==> src/rtl/new_patch_rd_arbiter.sv <==
// new_patch_rd_arbiter
// Shares the single read port of the new-patches RAM between the workspace
// readout (requester 0) and the simulation/debug dump path (requester 1).
// Bursts are granted round-robin and are never preempted. The block drives the
// RAM address/enable and returns per-requester valid/last/done tags that line
// up with the RAM output data RD_LAT cycles after each read enable.
// Lives in the div4 clock domain.

module new_patch_rd_arbiter #(
    parameter int ADDR_W = 11,
    parameter int LEN_W  = 8,
    parameter int RD_LAT = 1
) (
    input  logic              clk,
    input  logic              rst,
    input  logic              req0,
    input  logic [ADDR_W-1:0] start0,
    input  logic [LEN_W-1:0]  len0,
    output logic              gnt0,
    output logic              valid0,
    output logic              last0,
    output logic              done0,
    input  logic              req1,
    input  logic [ADDR_W-1:0] start1,
    input  logic [LEN_W-1:0]  len1,
    output logic              gnt1,
    output logic              valid1,
    output logic              last1,
    output logic              done1,
    output logic              ram_rd_en,
    output logic [ADDR_W-1:0] ram_addr,
    output logic              busy
);

    typedef enum logic [1:0] {
        S_IDLE  = 2'd0,
        S_BURST = 2'd1,
        S_DRAIN = 2'd2
    } state_t;

    // Control state
    state_t              state_q;
    state_t              state_d;
    logic                rr_q;          // requester that has priority next
    logic                rr_d;
    logic                owner_q;       // requester owning the current burst
    logic                owner_d;
    logic [ADDR_W-1:0]   cur_addr_q;
    logic [ADDR_W-1:0]   cur_addr_d;
    logic [LEN_W-1:0]    remaining_q;
    logic [LEN_W-1:0]    remaining_d;

    // Valid pipeline: one {valid, owner, last} entry per RAM latency stage
    logic [RD_LAT-1:0]   pipe_vld_q;
    logic [RD_LAT-1:0]   pipe_own_q;
    logic [RD_LAT-1:0]   pipe_lst_q;

    // Combinational helpers
    logic                any_req_s;
    logic                win_s;
    logic [ADDR_W-1:0]   grant_start_s;
    logic [LEN_W-1:0]    grant_len_s;
    logic                gnt_s;
    logic                rd_en_s;
    logic                last_rd_s;
    logic                up_empty_s;
    logic                done_s;

    // Pick the winner: the pointed-to requester if it asks, otherwise the other one
    always_comb begin
        any_req_s = req0 | req1;
        if (rr_q == 1'b1) begin
            win_s = req1 ? 1'b1 : 1'b0;
        end else begin
            win_s = req0 ? 1'b0 : 1'b1;
        end
        if (win_s == 1'b1) begin
            grant_start_s = start1;
            grant_len_s   = len1;
        end else begin
            grant_start_s = start0;
            grant_len_s   = len0;
        end
    end

    // True when every pipeline stage ahead of the output stage is empty
    always_comb begin
        up_empty_s = 1'b1;
        for (int i = 0; i < RD_LAT - 1; i++) begin
            up_empty_s = up_empty_s & ~pipe_vld_q[i];
        end
    end

    // Next-state logic: grant in IDLE, stream addresses in BURST, wait out the pipeline in DRAIN
    always_comb begin
        state_d     = state_q;
        rr_d        = rr_q;
        owner_d     = owner_q;
        cur_addr_d  = cur_addr_q;
        remaining_d = remaining_q;
        gnt_s       = 1'b0;
        rd_en_s     = 1'b0;
        last_rd_s   = 1'b0;
        done_s      = 1'b0;
        case (state_q)
            S_IDLE: begin
                // No grant is handed out while reset is being applied.
                if (rst && any_req_s) begin
                    gnt_s       = 1'b1;
                    owner_d     = win_s;
                    rr_d        = ~win_s;
                    cur_addr_d  = grant_start_s;
                    remaining_d = grant_len_s;
                    if (grant_len_s != {LEN_W{1'b0}}) begin
                        state_d = S_BURST;
                    end else begin
                        // Zero-length burst: no reads, just the done pulse.
                        state_d = S_DRAIN;
                    end
                end else begin
                    state_d = S_IDLE;
                end
            end
            S_BURST: begin
                rd_en_s     = 1'b1;
                cur_addr_d  = cur_addr_q + ADDR_W'(1);
                remaining_d = remaining_q - LEN_W'(1);
                if (remaining_q == LEN_W'(1)) begin
                    last_rd_s = 1'b1;
                    state_d   = S_DRAIN;
                end else begin
                    state_d   = S_BURST;
                end
            end
            S_DRAIN: begin
                // Once only the output stage can hold data, the final word
                // (if any) is being presented now, so done goes out with it.
                if (up_empty_s) begin
                    done_s  = 1'b1;
                    state_d = S_IDLE;
                end else begin
                    state_d = S_DRAIN;
                end
            end
            default: begin
                state_d = S_IDLE;
            end
        endcase
    end

    // Control state registers with synchronous active-low reset
    always_ff @(posedge clk) begin
        if (!rst) begin
            state_q     <= S_IDLE;
            rr_q        <= 1'b0;
            owner_q     <= 1'b0;
            cur_addr_q  <= {ADDR_W{1'b0}};
            remaining_q <= {LEN_W{1'b0}};
        end else begin
            state_q     <= state_d;
            rr_q        <= rr_d;
            owner_q     <= owner_d;
            cur_addr_q  <= cur_addr_d;
            remaining_q <= remaining_d;
        end
    end

    // Valid pipeline: shift an owner/last tag alongside each RAM read
    always_ff @(posedge clk) begin
        if (!rst) begin
            pipe_vld_q <= {RD_LAT{1'b0}};
            pipe_own_q <= {RD_LAT{1'b0}};
            pipe_lst_q <= {RD_LAT{1'b0}};
        end else begin
            pipe_vld_q[0] <= rd_en_s;
            pipe_own_q[0] <= owner_q;
            pipe_lst_q[0] <= last_rd_s;
            for (int i = 1; i < RD_LAT; i++) begin
                pipe_vld_q[i] <= pipe_vld_q[i-1];
                pipe_own_q[i] <= pipe_own_q[i-1];
                pipe_lst_q[i] <= pipe_lst_q[i-1];
            end
        end
    end

    // Output decode: grants, RAM port, per-requester tags and busy
    always_comb begin
        gnt0      = gnt_s & ~win_s;
        gnt1      = gnt_s & win_s;
        ram_rd_en = rd_en_s;
        if (rd_en_s) begin
            ram_addr = cur_addr_q;
        end else begin
            ram_addr = {ADDR_W{1'b0}};
        end
        valid0 = pipe_vld_q[RD_LAT-1] & ~pipe_own_q[RD_LAT-1];
        valid1 = pipe_vld_q[RD_LAT-1] &  pipe_own_q[RD_LAT-1];
        last0  = pipe_vld_q[RD_LAT-1] & pipe_lst_q[RD_LAT-1] & ~pipe_own_q[RD_LAT-1];
        last1  = pipe_vld_q[RD_LAT-1] & pipe_lst_q[RD_LAT-1] &  pipe_own_q[RD_LAT-1];
        done0  = done_s & ~owner_q;
        done1  = done_s &  owner_q;
        busy   = (state_q != S_IDLE);
    end

endmodule

==> config.mk <==
export PLATFORM = sky130hd
export DESIGN_NAME = new_patch_rd_arbiter
export DESIGN_NICKNAME = d
export VERILOG_FILES = /design/src/rtl/new_patch_rd_arbiter.sv
export SDC_FILE = /design/constraint.sdc
export NUM_CORES = 1
export LEC_CHECK = 0
export ABC_AREA = 1
export BUFFER_PORTS_ARGS = -buffer_cell sky130_fd_sc_hd__buf_2
export CAP_MARGIN = 5
export CORE_AREA = 2 2 65 67
export CTS_CLUSTER_SIZE = 30
export DETAILED_ROUTE_END_ITERATION = 8
export DIE_AREA = 0 0 67 69
export GPL_TIMING_DRIVEN = 1
export PLACE_DENSITY = 0.77
export SLEW_MARGIN = 20
export SYNTH_ARGS = -nofsm -noshare
export SYNTH_HDL_FRONTEND = slang
export SYNTH_SLANG_ARGS = --single-unit
export TNS_END_PERCENT = 5
==> constraint.sdc <==
create_clock -name clk -period 1.3 [get_ports clk]
set_input_delay 0.065 -clock clk [delete_from_list [all_inputs] [get_ports clk]]
set_output_delay 0.065 -clock clk [all_outputs]
set_load 0.02 [all_outputs]
# Word-level counts from Yosys, hierarchy flattened
# Cells that the tools add are included.
# word_totals
regBits,26
inputBits,42
output_inout_bits,21
word_cells,54
# classes
add_sub_neg,2
n_eq_ne,4
mux,19
n_bitwise,13
n_reduce_logical,8
# op_table
cell,n
$mux W11,3
$pmux W11 S2,1
$mux W8,2
$pmux W8 S2,1
$add A11 B1 Y11 const B,1
$and A1 B1 Y1,9
$eq A8 B1 Y1 const B,1
$mux W1,8
$reduce_bool A8 Y1,1
$sub A8 B1 Y8 const B,1
$mux W2,3
$reduce_and A2 Y1,3
$pmux W2 S2,1
$reduce_bool A2 Y1,2
$not A1 Y1,3
$eq A2 B1 Y1 const B,1
$eq A2 B2 Y1 const B,1
$logic_not A2 Y1,1
$ne A2 B2 Y1 const B,1
$logic_and A1 B1 Y1,1
$or A1 B1 Y1,1

# Depth between registers and ports, before layout
# depth
depth_word,7
mapped_depth,10

# Worst setup path before layout
# Ideal clock, no wire load.
# synth_timing
kind,register to register
from,register state_q[1]
to,register owner_q
arrival_time_ns,1.302
required_ns,1.230
setup_slack_ns,-0.072
path_stages_with_launch,7
path_cell_list,dfxtp_1 -> inv_2 -> nand2_2 -> a21oi_4 -> nand2_4 -> nor2_1 -> o21bai_1
# synth_via
elab_chain_len,2
# synth_lines
item,line_no,text
from (decl),42,state_t state_q;
from (signal assigned),160,state_q <= state_d;
$logic_not A2 Y1,105,case (state_q)
$reduce_and A2 Y1 (no source line),n/a,
to (signal assigned),162,owner_q <= owner_d;
to (decl),46,logic owner_q;
# Every way passes these cells.
# A chain may end at the register's enable or synchronous reset.

# Worst setup path in the final report
# layout_timing
from,register state_q[1]
to,register cur_addr_q[1]
# layout_via
elab_chain_len,3
elab_cells_between_ends,6
# layout_lines
item,line_no,text
$eq A2 B1 Y1 or $logic_not A2 Y1 (tied branches),105,
$reduce_bool A2 Y1 (no source line) or $ne A2 B2 Y1 (tied branches),n/a,
$reduce_and A2 Y1 (no source line),n/a,
to (signal assigned),157,cur_addr_q <= {ADDR_W{1'b0}};
to (signal assigned),163,cur_addr_q <= cur_addr_d;
to (decl),48,logic [ADDR_W-1:0] cur_addr_q;
# Several ways; a longest one is shown, not always the timed one.

==> impl_metrics.py <==
metrics = {
    "logic_synthesis": {
        "syn_inst": 312,
        "synth_seq_area_share_pct": 27.4,
        "synth_top_area_share_pct": 27.4,
        "synth_common_cells": "nand2_1, inv_1, nor2_1, dfxtp_1, o21ai_0",
        "synth_area_per_cell_um2": 6.09,
        "syn_area_um2": 1900,
        "synthTopCellsByArea": "dfxtp_1, nand2_1, inv_1",
        "synth_fp_nets": 357,
        "synth.most_common_cell": "nand2_1",
        "synth_cell_type_count": 35,
        "synth_edf_count": 0,
        "synthFlopType": "dfxtp_1",
        "yosys.area.top_type": "dfxtp_1",
        "yosys_warnings": 0,
        "ys_seq_elements": 26,
        "async_flop_share_pct": 0,
    },
    "critical_path": {
        "worstReg2RegStart": "state_q[1]$_SDFF_PN0_",
        "cp_max_fo": 5,
        "cp.arrival_ps": 1620,
        "cp_common_cell": "buf_6",
        "criticalPathCategory": "reg2reg",
        "required_ps": 1450,
        "cp-end-kind": "register",
        "critPathLaunchType": "register",
        "crit_slowest_cell": "dfxtp_4",
        "cp-startpoint": "state_q[1]$_SDFF_PN0_",
        "crit_chain": "inv_4 -> nand2_4 -> a21oi_4 -> buf_6 -> nor2_4 -> clkinv_4 -> buf_6 -> o21ai_1 -> a21oi_1",
        "cp_slowest_stage_delay_ps": 410,
    },
    "power_and_ir_drop": {
        "combPwrFrac_pct": 42.9,
        "power_leakage_nw": 1.49,
        "irDropWorstVdd_mv": 0.550,
        "swShare_pct": 36.1,
        "p_int_mw": 1.87,
        "clockPowerShare_pct": 23.7,
        "p_per_area_nw_per_um2": 989,
        "seq_power_share_pct": 33.4,
        "p_sw_mw": 1.05,
    },
    "sta": {
        "min_period_ps": 1470,
        "slew_headroom_pct": 82.3,
        "maxSlewViolCount": 0,
        "hold_viol_final": 0,
        "worst_slew_pin_slew_ps": 265,
        "rsz0062_at_grt": "true",
        "skew_ps": 6.94,
        "finalSetupViolations": 33,
        "timing.final.ws_setup_ps": -169,
        "fmax_ghz": 0.681,
        "period_share_pct": 113,
        "tns_ps": -2380,
    },
    "final_layout": {
        "fin_area_um2": 2950,
        "fillers": 300,
        "antennaDiodeCount": 0,
        "syn_to_final_growth_pct": 55.5,
        "layoutNonFillerInstCount": 464,
        "drive_above_1_share_pct": 38.9,
        "nNetsFinal": 460,
        "fin_util_pct": 75.5,
    },
    "global_route": {
        "antenna_found_initial": 0,
        "grt_max_degree": 23,
        "grt_pass1_vias": 2169,
        "grt_pass1_wl_um": 9190,
        "grt_usage_pct": 25.0,
        "gr-total-overflow": 0,
    },
    "floorplanning": {
        "core-area_um2": 3910,
        "ios": 63,
        "rows": 23,
        "dieArea_um2": 4620,
        "die_y_um": 69,
        "die_x_um": 67,
        "initial_core_util_pct": 48.5,
    },
    "outcome": {
        "violations": "setup timing",
        "status": "finished with violations",
    },
    "run": {
        "cap_violations": 0,
    },
    "cts": {
        "cts_sinks": 26,
        "clk_latency_ps": 280,
        "cts_root_buf": "clkbuf_8",
        "cts-buffers-inserted": 3,
        "holdBufCountCts": 0,
        "htree_levels": 1,
        "clk_pin_slew_worst_paths_ps": 100,
        "tritoncts": "done",
        "clock_path_buffers": 2,
    },
    "detailed_routing": {
        "via_per_inst": 5.19,
        "wl_um": 6320,
        "final_antenna_net_count": 0,
        "first_pass_iters": 4,
        "drt-initial-drc-count": 239,
        "routedWlPerCell_um": 13.6,
        "vias": 2406,
        "drc_errors": 0,
    },
    "place": {
        "detailed_place_hpwl_um": 3790,
        "io_buffers": 62,
        "dp.cells": 446,
        "gp_congestion": 0.841,
        "dpl-instance-area_um2": 2470,
    },
    "min_path": {
        "hp-class": "in2reg",
        "worstHoldStart": "start1[10]",
    },
}
==> per-stage QoR <==
step | setup WS [ps] | hold slack, ps | total power, mW
final | -169 | 142 | 2.92
after global routing | -204 | 185 | 3.10
after CTS | -90.6 | 121 | 2.73
after detailed placement | -99.2 | 406 | 1.94
after global placement | -92.6 | 393 | 1.92
after floorplan | 0.974 | 181 | 1.60
==> placed cells by master (no fill, tap or decap), types with 5 or more instances in the layout <==
cell       n
inv_1     47
o211ai_1   5
dfxtp_1   23
o21ai_0   20
buf_2     48
nand2_1   58
buf_6     16
nor2_2    11
nand3_1   17
nor2_1    33
buf_4     38
o21ai_1   14
a21oi_1   11
nor3_1     5
nor2_4     9
==> path summary, 6_finish.rpt <==
| check | cells past startpoint | slack [ps] | to |
|---|---|---|---|
| hold reg to reg | 2 | 490 | pipe_own_q$_SDFF_PN0_ |
| setup / recovery | 9 | -170 | cur_addr_q[1]$_SDFFE_PN0P_ |
| setup reg to reg | 9 | -170 | cur_addr_q[1]$_SDFFE_PN0P_ |
| hold / removal | 5 | 140 | cur_addr_q[10]$_SDFFE_PN0P_ |
==> routing by layer <==
metal	global-route usage, %	wire [µm]	up-vias
met5	0	0	-
met4	7.48	109	0
met3	3.59	336	14
met2	43.7	3300	88
met1	30.8	2570	1104
li1	-	-	1200
==> timing repair <==
item | in CTS | in global routing
pin swaps | 3 | 10
cloned | 1 | 0
setup endpoints to repair | 34 | 34
buffers inserted | 3 | 10
resized for setup | 45 | 42
==> cell type report <==
cell class | count | area (µm²) | share of cell area, %
Clock buffer | 3 | 41.3 | 1.40
Timing Repair Buffer | 107 | 813 | 27.5
Tap cell | 50 | 62.6 | 2.12
Inverter | 54 | 218 | 7.37
Multi-Input combinational cell | 223 | 1260 | 42.7
Sequential cell | 26 | 527 | 17.8
Clock inverter | 1 | 30.0 | 1.02
==> sequential cells by signal, indices dropped and copies added, names as in the netlist <==
register / cells
pipe_lst_q: 1
pipe_own_q: 1
owner_q: 1
state_q: 2
remaining_q: 8
rr_q: 1
pipe_vld_q: 1
cur_addr_q: 11
==> power groups by stage <==
stage	clock network, mW	registers (mW)	logic (mW)
2_1_floorplan	0	0.969	0.632
3_3_place_gp	0	0.977	0.946
3_5_place_dp	0	0.981	0.962
4_1_cts	0.691	0.962	1.08
5_1_grt	0.737	0.989	1.37
6_report	0.691	0.976	1.25
==> kinds of logic (layout without fill, tap and decap cells) <==
family	Yosys count	in the layout	synth area share (%)
fa+ha+maj	3	3	1.98
compound gates	68	68	20.3
xor+xnor	2	2	0.922
flops	26	26	27.4
simple gates	150	150	34.7
buf+inv	63	165	14.7
==> critical path, delay by kind of cell, from the launching register on <==
kind,cells,cell delay (ps)
AOI/OAI and AO/OA,3,320
and+or+nand+nor,2,210
buffers and inverters,4,410
DFF,1,410
(Power assumes the default switching activity.)
